===== src/rtl/rectify_sequencer.sv =====
// Sequences corner detection, quad sanity check and rectification per frame; cd_start 1 cycle after frame_ready, rect_start 2 after cd_done.
// No backpressure: each done is awaited with a timeout, and frame_ready seen outside IDLE is counted as a drop.
module rectify_sequencer #(
  parameter int XW       = 10,
  parameter int YW       = 9,
  parameter int TIMEOUT  = 1000000,
  parameter int MIN_SPAN = 16
) (
  input  logic                  clk,
  input  logic                  reset,
  input  logic                  frame_ready,
  output logic                  cd_start,
  input  logic                  cd_done,
  input  logic [4*(XW+YW)-1:0]  cd_corners,
  output logic                  rect_start,
  input  logic                  rect_done,
  output logic [4*(XW+YW)-1:0]  corners,
  output logic                  busy,
  output logic [1:0]            err_code,
  output logic [7:0]            good_count,
  output logic [7:0]            drop_count
);

  localparam int CW = XW + YW;
  localparam int NW = 4 * CW;
  localparam int TW = $clog2(TIMEOUT + 1);
  localparam logic [TW-1:0]        TLAST = TW'(TIMEOUT - 1);
  localparam logic signed [XW:0]   MIN_X = (XW + 1)'(MIN_SPAN);
  localparam logic signed [YW:0]   MIN_Y = (YW + 1)'(MIN_SPAN);

  typedef enum logic [2:0] {
    IDLE, START_CD, WAIT_CD, CHECK, START_RECT, WAIT_RECT
  } state_t;

  state_t          state_q, state_d;
  logic [TW-1:0]   timer_q, timer_d, timer_inc;
  logic [NW-1:0]   cap_q, cap_d, corners_q, corners_d;
  logic [1:0]      err_q, err_d;
  logic [7:0]      good_q, good_d, drop_q, drop_d;
  logic            busy_q, cd_start_q, rect_start_q;

  logic [XW-1:0]   tl_x, tr_x, bl_x, br_x;
  logic [YW-1:0]   tl_y, tr_y, bl_y, br_y;
  logic signed [XW:0] top_w, bot_w;
  logic signed [YW:0] left_h, right_h;
  logic            quad_ok;

  assign tl_x = cap_q[0*CW      +: XW];
  assign tl_y = cap_q[0*CW + XW +: YW];
  assign tr_x = cap_q[1*CW      +: XW];
  assign tr_y = cap_q[1*CW + XW +: YW];
  assign bl_x = cap_q[2*CW      +: XW];
  assign bl_y = cap_q[2*CW + XW +: YW];
  assign br_x = cap_q[3*CW      +: XW];
  assign br_y = cap_q[3*CW + XW +: YW];

  // One extra bit keeps inverted (negative-span) quads from wrapping into large positives.
  assign top_w   = $signed({1'b0, tr_x}) - $signed({1'b0, tl_x});
  assign bot_w   = $signed({1'b0, br_x}) - $signed({1'b0, bl_x});
  assign left_h  = $signed({1'b0, bl_y}) - $signed({1'b0, tl_y});
  assign right_h = $signed({1'b0, br_y}) - $signed({1'b0, tr_y});
  assign quad_ok = (top_w >= MIN_X) && (bot_w >= MIN_X) &&
                   (left_h >= MIN_Y) && (right_h >= MIN_Y);

  assign timer_inc = timer_q + 1'b1;

  always_comb begin
    state_d   = state_q;
    timer_d   = timer_q;
    cap_d     = cap_q;
    corners_d = corners_q;
    err_d     = err_q;
    good_d    = good_q;
    drop_d    = drop_q;

    if (frame_ready && (state_q != IDLE) && (drop_q != 8'hFF)) begin
      drop_d = drop_q + 8'd1;
    end

    unique case (state_q)
      IDLE: begin
        if (frame_ready) begin
          err_d   = 2'd0;
          state_d = START_CD;
        end
      end
      START_CD: begin
        timer_d = '0;
        state_d = WAIT_CD;
      end
      WAIT_CD: begin
        timer_d = timer_inc;
        if (cd_done) begin
          cap_d   = cd_corners;
          state_d = CHECK;
        end else if (timer_inc == TLAST) begin
          err_d   = 2'd1;
          state_d = IDLE;
        end
      end
      CHECK: begin
        if (quad_ok) begin
          corners_d = cap_q;
          state_d   = START_RECT;
        end else begin
          err_d   = 2'd2;
          state_d = IDLE;
        end
      end
      START_RECT: begin
        timer_d = '0;
        state_d = WAIT_RECT;
      end
      WAIT_RECT: begin
        timer_d = timer_inc;
        if (rect_done) begin
          good_d  = good_q + 8'd1;
          state_d = IDLE;
        end else if (timer_inc == TLAST) begin
          err_d   = 2'd3;
          state_d = IDLE;
        end
      end
      default: state_d = IDLE;
    endcase
  end

  always_ff @(posedge clk or posedge reset) begin
    if (reset) begin
      state_q      <= IDLE;
      timer_q      <= '0;
      cap_q        <= '0;
      corners_q    <= '0;
      err_q        <= 2'd0;
      good_q       <= 8'd0;
      drop_q       <= 8'd0;
      busy_q       <= 1'b0;
      cd_start_q   <= 1'b0;
      rect_start_q <= 1'b0;
    end else begin
      state_q      <= state_d;
      timer_q      <= timer_d;
      cap_q        <= cap_d;
      corners_q    <= corners_d;
      err_q        <= err_d;
      good_q       <= good_d;
      drop_q       <= drop_d;
      busy_q       <= (state_d != IDLE);
      cd_start_q   <= (state_d == START_CD);
      rect_start_q <= (state_d == START_RECT);
    end
  end

  assign cd_start   = cd_start_q;
  assign rect_start = rect_start_q;
  assign corners    = corners_q;
  assign busy       = busy_q;
  assign err_code   = err_q;
  assign good_count = good_q;
  assign drop_count = drop_q;

endmodule


===== config.mk =====
export PLATFORM = sky130hd
export DESIGN_NAME = rectify_sequencer
export DESIGN_NICKNAME = d
export VERILOG_FILES = /design/src/rtl/rectify_sequencer.sv
export SDC_FILE = /design/constraint.sdc
export NUM_CORES = 1
export LEC_CHECK = 0
export CAP_MARGIN = 15
export CORE_ASPECT_RATIO = 0.9
export CORE_MARGIN = 8
export CORE_UTILIZATION = 48
export DETAILED_ROUTE_END_ITERATION = 16
export GPL_TIMING_DRIVEN = 0
export PLACE_DENSITY = 0.77
export SLEW_MARGIN = 20
export SYNTH_ARGS = -nofsm -noshare
export SYNTH_HDL_FRONTEND = slang
export SYNTH_SLANG_ARGS = --single-unit

===== constraint.sdc =====
create_clock -name clk -period 6.4 [get_ports clk]
set_input_delay 1.28 -clock clk [delete_from_list [all_inputs] [get_ports clk]]
set_output_delay 1.28 -clock clk [all_outputs]
set_load 0.05 [all_outputs]

Word level (Yosys, flattened, before mapping):

Index checks and enable logic that the tools add are counted.

* add/subtract/negate cells: 7
* $lt $le $gt $ge: 4
* equal/unequal tests: 15
* muxes and demuxes: 14
* reduce and logical (&&, ||, !) cells: 16

Operator list (number)
* $pmux 20 s2: 1
* $ge 11x6->1 const B: 2
* $sub 10x10->11: 2
* $add 20x1->20 const B: 1
* $eq 20x20->1 const B: 1
* $ge 10x6->1 const B: 2
* $sub 9x9->10: 2
* $pmux 3 s6: 1
* $add 8x1->8 const B: 2
* $mux 3: 5
* $mux 2: 6
* $ne 2x2->1 const B: 6
* $eq 3x3->1 const B: 3
* $ne 8x8->1 const B: 1
* $pmux 2 s4: 1
* $reduce_and 7->1: 1
* $eq 3x1->1 const B: 2
* $eq 3x2->1 const B: 2
* $reduce_and 2->1: 3
* $reduce_bool 3->1: 2
* $logic_and 1x1->1: 5
* $reduce_bool 4->1: 1
* $reduce_or 2->1: 2
* $logic_not 3->1: 1
* $reduce_bool 2->1: 1

* register bits: 196
* output and inout bits: 97
* word-level logic and storage cells: 66

Logic depth before layout (Yosys ltp):

* depth after elaboration: 8
* mapped depth: 15
* mapped depth without buffers: 12

Worst setup path after synthesis:

OpenSTA, ideal clock, no wires.

* kind: flip-flop to flip-flop
* start point: reg cap_q[67]
* end point: reg busy_q (netlist: busy)
* library setup time: 0.132 ns
* arrival: 3.184 ns
* required time: 6.268 ns
* path slack: 3.084 ns
* stages on the path, launching flop included: 15
* buffers on the path: 2
* clock period less this slack: 3.316 ns
* cell sequence: dfrtp_1 > inv_1 > ha_1 > inv_1 > fa_1 > a211oi_1 > o21bai_1 > a221oi_1 > a31oi_1 > or4_1 > nand4b_1 > or2_1 > clkbuf_1 > buf_2 > or3b_1

* word-level cells in the longest chain between the ends: 6

RTL lines
* from (decl): line 37 `logic [NW-1:0] cap_q, cap_d, corners_q, corners_d;`
* from (signal assigned): line 143 `cap_q <= cap_d;`
* $sub 9x9->10: line 61 `assign right_h = $signed({1'b0, br_y}) - $signed({1'b0, tr_y});`
* $ge 10x6->1: line 63 `(left_h >= MIN_Y) && (right_h >= MIN_Y);`
* $logic_and 1x1->1: line 63
* $mux 3: line 102 `if (quad_ok) begin`
* $pmux 3 s6: line 80 `unique case (state_q)`
* $reduce_bool 3->1: line 148 `busy_q <= (state_d != IDLE);`
* to (signal assigned): line 148
* to (decl): line 40 `logic busy_q, cd_start_q, rect_start_q;`

No other way between the ends.
A chain may end at the register's enable or synchronous reset.

Final worst setup path:

* start point: reg cap_q[67]
* end point: reg corners_q[15] (netlist: corners[15])

* word-level cells in the longest chain between the ends: 4

RTL lines
* $sub 9x9->10: line 61
* $ge 10x6->1: line 63
* $logic_and 1x1->1: line 63
* $reduce_and 2->1 (no line)
* to (signal assigned): line 144 `corners_q <= corners_d;`
* to (decl): line 37

No other way between the ends.

==> results.yml <==
run_status:
  status: "complete, no violations"
power:
  p_per_area_nw_per_um2: 484.5
  clock_power_share: 0.173
  power.leakage_nw: 5.692
  p_int_w: 0.003239
  peakVddDrop_mv: 0.2410
  comb_power_share: 0.515
  p_switching_w: 0.002794
  seqPwrFrac: 0.312
  swShare: 0.4631
setup_path:
  worstSetupStartpointType: "flip-flop"
  worstPathRequired_ps: 6720
  cp_slowest_cell: "or4_1"
  cp.arrival_ps: 4340
  path_cells: "inv_1, ha_1, inv_1, fa_1, a211oi_1, o21bai_1, a221oi_1, a31oi_1, or4_1, nand4b_1, or2_1, clkbuf_1, buf_2, buf_2, o21ai_1"
  cpPeakStageDelay_ps: 540
  crit_type: "reg2reg"
  r2r_cells: 15
  cp_max_fo: 10
  end_kind: "flip-flop"
global_route:
  grt_pass1_wl_mm: 43.18
  overflow: 0
  first_global_vias: 8068
  track_usage: 0.2157
  grt_max_degree: 34
  antenna_found_initial: 4
timing:
  skew_ps: 17.89
  fin_crit_sh: 0.6288
  hold_viol_final: 0
  worst_pin_slew_ps: 805.3
  max_slew_margin: 0.4593
  hold_slack_ps: 472.8
  finalSetupViolCount: 0
  slew_viol_final: 0
  period_needed_ps: 4025
  fmax_mhz: 248.5
  rsz0062_at_grt: "false"
  tns_ps: 0
yosys:
  ys_types: 69
  seq_area_frac_synth: 0.5070
  ys_warn_count: 0
  async_reset_ff_frac: 1.000
  mappedNetlistNets: 1126
  synth_area_um2: 9673
  syn-instance-count: 1001
  synth_edf_count: 0
  synth_seq_cells: 196
  ys_top_cells_by_area: "dfrtp_1 51%, nand2_1 7.3%, ha_1 5.4%"
  synth-main-ff-cell: "dfrtp_1"
  syn_area_per_cell_um2: 9.663
  yosysTopAreaCell: "dfrtp_1"
  synth_top_area_frac: 0.5070
final_layout:
  final_nets: 1328
  num_antenna_cells: 0
  area_growth_pct: 28.74
  final-seq-area_um2: 4905
  drive_above_1_share: 0.04688
  fillers: 1671
  multi_input_area_um2: 4348
placed_design:
  hpwlAfterDp_mm: 20.54
  gp_congestion: 0.9227
  portBuffers: 177
worst_hold_path:
  min_delay_path_depth: 1
  hold_path_class: "reg2reg"
die:
  pin_count: 178
  start_util: 0.4870
  fp.dieW_um: 165.6
  die_area_um2: 24960
  dieHeight_um: 150.7
  rows: 49
  coreArea_um2: 19860
clocking:
  clk_pin_slew_ps: 70
  cts_root_buf: "clkbuf_16"
  cts_buffer_depth: 2
  cts_buffers: 17
  cts_tree: "built"
  postCtsHoldBufs: 0
  cts_resized: 0
  cts-htree-levels: 4
  post_cts_buffers: 0
  worst_skew_pair.late_latency_ps: 450
  cts.sink_count: 196
job:
  maxCapViolCount: 0
drt:
  drt-wirelength-per-cell_um: 18.23
  routed_wl_mm: 26.82
  drc: 0
  ant_nets: 0
  first_iter_violations: 637
  vias_per_cell: 5.530
  via_count: 8135
  dr.pass1.iters: 5
layout make-up:
cell class	instances	share of cell area
clock buffers	17	0.03416
well taps	255	0.02562
repair buffers	183	0.1519
inverters	60	0.01839
flip-flops and latches	196	0.3939
clock inverters	15	0.01125
plain buffers	47	0.01567
multi-input cells	698	0.3491
routing by layer:
metal	wire length [um]	GRT usage	share of wire	vias to the layer above
met2	12460	0.3444	0.46	233
met3	1940	0.06811	0.072	51
li1	-	-	-	3904
met4	591	0.07471	0.022	8
met5	55	0	0.0021	-
met1	11770	0.2738	0.44	3939
layout by cell type, fill, tap and decap left out, types with 14 or more instances in the layout:
cell type / instances
a21oi_1: 24
clkdlybuf4s50_1: 177
inv_1: 58
mux2_1: 38
o21ai_1: 84
nor2_1: 29
dfrtp_1: 196
clkbuf_1: 30
nand4_1: 14
nand3_1: 16
nand2_1: 188
nor2b_1: 15
clkbuf_16: 17
o21ai_0: 74
ha_1: 42
cell families after synthesis:
| family | after synthesis | synth area share |
|---|---|---|
| flip-flops | 196 | 0.5070 |
| AND/OR/NAND/NOR | 321 | 0.1526 |
| multiplexers | 45 | 0.05174 |
| XOR/XNOR | 23 | 0.02082 |
| adder cells (fa/ha/maj) | 44 | 0.05847 |
| buffers and inverters | 107 | 0.04346 |
| AO/OA/AOI/OAI | 265 | 0.1658 |
power by group through the flow:
stage	registers (W)	clock network (W)	logic, W
final	0.00188	0.00104	0.00311
after CTS	0.00188	0.00106	0.00311
after global routing	0.00193	0.00110	0.00343
after global placement	0.00189	0	0.00300
after detailed placement	0.00191	0	0.00308
after floorplan	0.00232	0	0.00171
worst paths after layout:
check | start | end | slack, ps
min in group asynchronous | reset | corners[28] | 1300
worst max register to register | cap_q[67] | corners[15] | 2380
worst min-delay path | good_count[7] | good_count[7] | 470
max in group asynchronous | reset | cap_q[17] | 4080
worst min register to register | good_count[7] | good_count[7] | 470
worst max-delay path | cap_q[67] | corners[15] | 2380
synthesized netlist by cell type (3+ instances only):
cell,instances
nand4_1,14
a21oi_1,24
nand2_1,188
o21ai_0,74
or4_1,4
ha_1,42
dfrtp_1,196
inv_1,59
nand3_1,16
o2111ai_1,5
o21a_1,4
o41ai_1,5
xor2_1,10
clkbuf_1,30
nor3_1,7
and2_1,4
and3_1,11
o211ai_1,7
a211oi_1,6
o21ai_1,84
nand2b_1,10
a21o_1,7
o31ai_1,11
mux2_1,38
a31oi_1,6
or2_1,3
nor2_1,29
a41oi_1,3
nor4_1,5
buf_2,9
mux2i_1,5
xnor2_1,13
and4_1,3
a22o_1,5
buf_1,7
nor2b_1,15
or3_1,3
sequential cells by signal, indices dropped and copies added (netlist names):
signal / cells
corners: 76
cd_start: 1
state_q: 3
busy: 1
good_count: 8
timer_q: 20
rect_start: 1
drop_count: 8
cap_q: 76
err_code: 2
through the flow:
stage,instances,worst slack [ps],utilization,power [W],cell area [um^2]
floorplan,1001,2588,-,0.004027,9677
global placement,1433,1050,0.5924,0.004892,11770
detailed placement,1439,2413,0.5985,0.004990,11890
CTS,1471,2353,0.6269,0.006057,12450
global route,1471,2021,0.6269,0.006468,12450
finish,1471,2375,0.6269,0.006033,12450
critical path: cells and delay by family, from the launching register on:
family | cells | cell delay [ps]
adder cells (fa/ha/maj) | 2 | 660
AO/OA/AOI/OAI | 5 | 930
flip-flops | 1 | 360
AND/OR/NAND/NOR | 3 | 830
buffers and inverters | 5 | 1100
Power figures use the tool's default switching activity.
